`src/rtl/hc08_tester.sv`:
```
// hc08_tester: drives an 8-vector sequence into a quad 2-input AND gate.
// It samples Y through a 2-flop synchroniser and reports a pass/fail result for each gate.
module hc08_tester #(
    parameter int SETTLE_CYCLES = 4
) (
    input  logic       clk,
    input  logic       rst_n,
    input  logic       start,
    output logic [3:0] A_o,
    output logic [3:0] B_o,
    input  logic [3:0] Y_i,
    output logic       busy,
    output logic       done,
    output logic       pass,
    output logic [3:0] fail_mask,
    output logic [2:0] first_fail,
    output logic       fail_valid
);

    typedef enum logic [1:0] {
        S_IDLE,
        S_APPLY,
        S_SAMPLE,
        S_DONE
    } state_t;

    localparam logic [7:0] LP_LAST = 8'(SETTLE_CYCLES - 1);

    state_t     r_state;
    logic [7:0] r_cnt;
    logic [2:0] r_k;
    logic [3:0] r_sync1;
    logic [3:0] r_sync2;

    logic [3:0] w_exp;
    logic [3:0] w_miss;
    logic [3:0] w_mask_nxt;
    logic [2:0] w_k_nxt;

    // Odd gates (1 and 3) see the complemented combination on vectors 4..7.
    function automatic logic [3:0] vec_a(input logic [2:0] k);
        vec_a = {4{k[1]}} ^ ({4{k[2]}} & 4'b1010);
    endfunction

    function automatic logic [3:0] vec_b(input logic [2:0] k);
        vec_b = {4{k[0]}} ^ ({4{k[2]}} & 4'b1010);
    endfunction

    assign w_exp      = A_o & B_o;
    assign w_miss     = r_sync2 ^ w_exp;
    assign w_mask_nxt = fail_mask | w_miss;
    assign w_k_nxt    = r_k + 3'd1;

    always_ff @(posedge clk) begin
        if (!rst_n) begin
            r_state    <= S_IDLE;
            r_cnt      <= '0;
            r_k        <= '0;
            r_sync1    <= '0;
            r_sync2    <= '0;
            A_o        <= '0;
            B_o        <= '0;
            busy       <= 1'b0;
            done       <= 1'b0;
            pass       <= 1'b0;
            fail_mask  <= '0;
            first_fail <= '0;
            fail_valid <= 1'b0;
        end else begin
            r_sync1 <= Y_i;
            r_sync2 <= r_sync1;
            unique case (r_state)
                S_IDLE, S_DONE: begin
                    if (start) begin
                        r_state    <= S_APPLY;
                        r_k        <= '0;
                        r_cnt      <= '0;
                        A_o        <= vec_a(3'd0);
                        B_o        <= vec_b(3'd0);
                        busy       <= 1'b1;
                        done       <= 1'b0;
                        pass       <= 1'b0;
                        fail_mask  <= '0;
                        first_fail <= '0;
                        fail_valid <= 1'b0;
                    end
                end
                S_APPLY: begin
                    if (r_cnt == LP_LAST) begin
                        r_state <= S_SAMPLE;
                    end else begin
                        r_cnt <= r_cnt + 8'd1;
                    end
                end
                S_SAMPLE: begin
                    fail_mask <= w_mask_nxt;
                    if ((w_miss != 4'd0) && !fail_valid) begin
                        first_fail <= r_k;
                        fail_valid <= 1'b1;
                    end
                    if (r_k == 3'd7) begin
                        r_state <= S_DONE;
                        busy    <= 1'b0;
                        done    <= 1'b1;
                        pass    <= (w_mask_nxt == 4'd0);
                        A_o     <= '0;
                        B_o     <= '0;
                    end else begin
                        r_state <= S_APPLY;
                        r_k     <= w_k_nxt;
                        r_cnt   <= '0;
                        A_o     <= vec_a(w_k_nxt);
                        B_o     <= vec_b(w_k_nxt);
                    end
                end
                default: r_state <= S_IDLE;
            endcase
        end
    end

endmodule
```
`config.mk`:
```
export PLATFORM = sky130hd
export DESIGN_NAME = hc08_tester
export DESIGN_NICKNAME = d
export VERILOG_FILES = /design/src/rtl/hc08_tester.sv
export SDC_FILE = /design/constraint.sdc
export NUM_CORES = 1
export LEC_CHECK = 0
export ABC_CLOCK_PERIOD_IN_PS = 2600
export CAP_MARGIN = 30
export CORE_MARGIN = 8
export CORE_UTILIZATION = 40
export CTS_CLUSTER_DIAMETER = 50
export CTS_CLUSTER_SIZE = 20
export DETAILED_ROUTE_END_ITERATION = 16
export GPL_TIMING_DRIVEN = 0
export SLEW_MARGIN = 20
export SYNTH_ARGS = -nofsm -noshare
export SYNTH_HDL_FRONTEND = slang
export SYNTH_SLANG_ARGS = --single-unit
```
`constraint.sdc`:
```
create_clock -name clk -period 2.6 [get_ports clk]
set_clock_uncertainty 0.1 [all_clocks]
set_input_delay 0.39 -clock clk [delete_from_list [all_inputs] [get_ports clk]]
set_output_delay 0.39 -clock clk [all_outputs]
set_load 0.1 [all_outputs]
```
==> flow_metrics.env <==
export IMPL_tritoncts="done"
export IMPL_drv_cap=0
export IMPL_critPathBufInv=2
export IMPL_wl_um=3620
export IMPL_r2r_start="r_state[0]"
export IMPL_path_clk_slew_ps=70
export IMPL_setup_viol=0
export IMPL_gr_total_overflow=0
export IMPL_vias=1360
export IMPL_synth_simple_area_share_pct=24.3
export IMPL_hold_path_class="input port to register"
export IMPL_worst_setup_path_type="register to primary output"
export IMPL_cp_slowest_cell="clkdlybuf4s50_1"
export IMPL_path_max_fanout=6
export IMPL_globalplace_congestion=0.773
export IMPL_tightest_slew_ps=982
export IMPL_post_route_drc_count=0
export IMPL_yosys_most_used_dff="dfxtp_1"
export IMPL_ys_warn_count=0
export IMPL_nets=225
export IMPL_die_w_um=79.9
export IMPL_dp_hpwl_um=2670
export IMPL_io_buffers=24
export IMPL_grt_pass1_wl_um=6070
export IMPL_cts_buffers=5
export IMPL_endpoint_kind="primary output"
export IMPL_start_util_pct=41.1
export IMPL_whs_path_depth=3
export IMPL_synth_cells=181
export IMPL_drv_slew=0
export IMPL_pre_cts_ws_ps=423
export IMPL_worstPathArrival_ps=1990
export IMPL_synth_fa_ha_area_share_pct=4.59
export IMPL_n_antenna_cell=0
export IMPL_p_total_w=0.00128
export IMPL_cts_hold_buf=0
export IMPL_first_pass_iters=4
export IMPL_synth_xor_area_share_pct=4.82
export IMPL_rsz0062_at_grt="false"
export IMPL_synthMuxAreaShare_pct=1.84
export IMPL_final_layout_size_suffix_gt1_share_pct=10.3
export IMPL_p_per_area_mw_per_mm2=631
export IMPL_p_leak_nw=0.757
export IMPL_synthArstFlopShare_pct=0
export IMPL_worst_slack_ps=120
export IMPL_clk_latency_ps=280
export IMPL_detail_route_vias_per_cell=5.17
export IMPL_avgSynthCellArea_sq_um=9.03
export IMPL_core_area_sq_mm=0.00397
export IMPL_cts_root_buffer_cell="clkbuf_8"
export IMPL_outcome="finished, final reports clean"
export IMPL_grt_pass1_vias=1376
export IMPL_syn_to_final_growth_pct=24.3
export IMPL_crit_cells=2
export IMPL_cp_startpoint="A_o[2]"
export IMPL_antenna_found_initial=0
export IMPL_num_rows=23
export IMPL_ys_ff_latch=36
export IMPL_drt_iter0_markers=50
export IMPL_crit_family="buffers and inverters"
export IMPL_worstHoldStart="rst_n"
export IMPL_fill_cells=360
export IMPL_slew_limit_headroom_pct=34.4
export IMPL_ctsHtreeMaxLevel=2
export IMPL_synth_edf_count=0
export IMPL_syn_area_sq_mm=0.00163
export IMPL_grt_start_max_net_pins=12
export IMPL_die_area_sq_mm=0.00639
export IMPL_synth_distinct_cells=40
export IMPL_wl_per_cell_um=13.8
export IMPL_path_cells="buf_4, clkdlybuf4s50_1"
export IMPL_cpPeakStageDelay_ps=1120
export IMPL_synth_top_family_by_area="simple AND/OR/NAND/NOR gates"
export IMPL_ios=26
export IMPL_synth_compound_area_share_pct=14.1
export IMPL_syn_nets=194
export IMPL_finalCritPeriodShare_pct=95.4
export IMPL_tns_ps=0
export IMPL_setup_worst_path_start_class="register"
export IMPL_worst_hold_slack_ps=307
export IMPL_crit_required_ps=2110
export IMPL_grt_util_all_layers_pct=12.0
export IMPL_mostFrequentLayoutCells="36 x dfxtp_1, 24 x clkdlybuf4s50_1, 19 x nand2_1, 19 x a21oi_1, 14 x and2_1"
export IMPL_ant_nets=0
export IMPL_clock_path_buffers=2
export IMPL_postCtsSetupRepairBufs=0
export IMPL_irDropWorstVdd_mv=0.364
export IMPL_finalHoldViolations=0
export IMPL_mostFrequentLayoutCell="dfxtp_1"
export IMPL_cts_sinks=36
export IMPL_die_h_um=79.9
export IMPL_max_freq_ghz=0.403
export IMPL_r2r_cells=6
export IMPL_finalCriticalPeriod_ps=2480
export IMPL_cts_resized=0
export IMPL_yosysSeqAreaShare_pct=44.1
## tightest hold or removal path, cell delays in order
cell,delay (ps)
buf_6,120
nand2_1,70
mux2i_1,60
## cell usage after synthesis (2+ instances only)
master / n / area [sq um]
inv_1: 7 / 26.3
buf_4: 4 / 30.0
nand4_1: 4 / 25.0
nor3_1: 2 / 10.0
and4_1: 2 / 17.5
a211oi_1: 3 / 22.5
a22oi_1: 3 / 22.5
or3_1: 4 / 25.0
o22ai_1: 4 / 25.0
xor2_1: 4 / 35.0
dfxtp_1: 36 / 721
nand3_1: 3 / 15.0
nor2_1: 12 / 45.0
ha_1: 6 / 75.1
mux2i_1: 3 / 30.0
and2_1: 14 / 87.6
buf_6: 3 / 33.8
nand2_1: 19 / 71.3
xnor2_1: 5 / 43.8
a21oi_1: 19 / 95.1
o21ai_1: 3 / 15.0
o21ai_0: 3 / 15.0
## stage by stage
step / cell area (sq um) / std cells / util [%]
5_1_grt: 2030 / 263 / 51.1
2_1_floorplan: 1630 / 181 / -
6_report: 2030 / 263 / 51.1
3_5_place_dp: 1940 / 255 / 48.8
4_1_cts: 2030 / 263 / 51.1
3_3_place_gp: 1940 / 255 / 48.8
## sequential cells by signal (all words and copies together) (netlist names)
register	count
B_o	2
fail_valid	1
r_cnt	8
fail_mask	4
r_sync1	4
r_k	3
A_o	2
r_state	2
pass	1
r_sync2	4
busy	1
first_fail	3
done	1
## logic make-up after synthesis
logic type	after synthesis
adder cells (fa/ha/maj)	6
AO/OA/AOI/OAI	39
XOR/XNOR	9
AND/OR/NAND/NOR	72
multiplexers	3
buffers and inverters	16
flip-flops	36
## worst paths after layout
| kind | end | slack [ps] |
|---|---|---|
| max | A_o[2] | 120 |
| min | r_cnt[0] | 310 |
| max reg2reg | first_fail[1] | 390 |
| min reg2reg | r_sync2[2] | 340 |
## power by group
part           leakage [nW]  internal [W]  switching, W
sequential            0.293      0.000574     0.0000197
combinational         0.420     0.0000946      0.000184
clock                0.0445      0.000215      0.000194
total                 0.757      0.000884      0.000398
## layout make-up
| class | instances | area, sq um | share of cell area (%) |
|---|---|---|---|
| Multi-Input combinational cell | 129 | 812 | 40.0 |
| Sequential cell | 36 | 721 | 35.5 |
| Timing Repair Buffer | 24 | 240 | 11.8 |
| Clock buffer | 7 | 86.3 | 4.25 |
| Buffer | 9 | 75.1 | 3.70 |
| Tap cell | 50 | 62.6 | 3.08 |
| Inverter | 7 | 26.3 | 1.29 |
| Clock inverter | 1 | 7.51 | 0.370 |
## per-layer routing
| metal | track usage, % | vias up | share of wire, % |
|---|---|---|---|
| li1 | - | 687 | - |
| met1 | 12.4 | 641 | 47 |
| met2 | 20.9 | 28 | 48 |
| met3 | 4.62 | 4 | 3.3 |
| met4 | 5.27 | 0 | 1.0 |
| met5 | 0 | - | 0 |
Note: power is estimated with default switching activity, not from simulation.
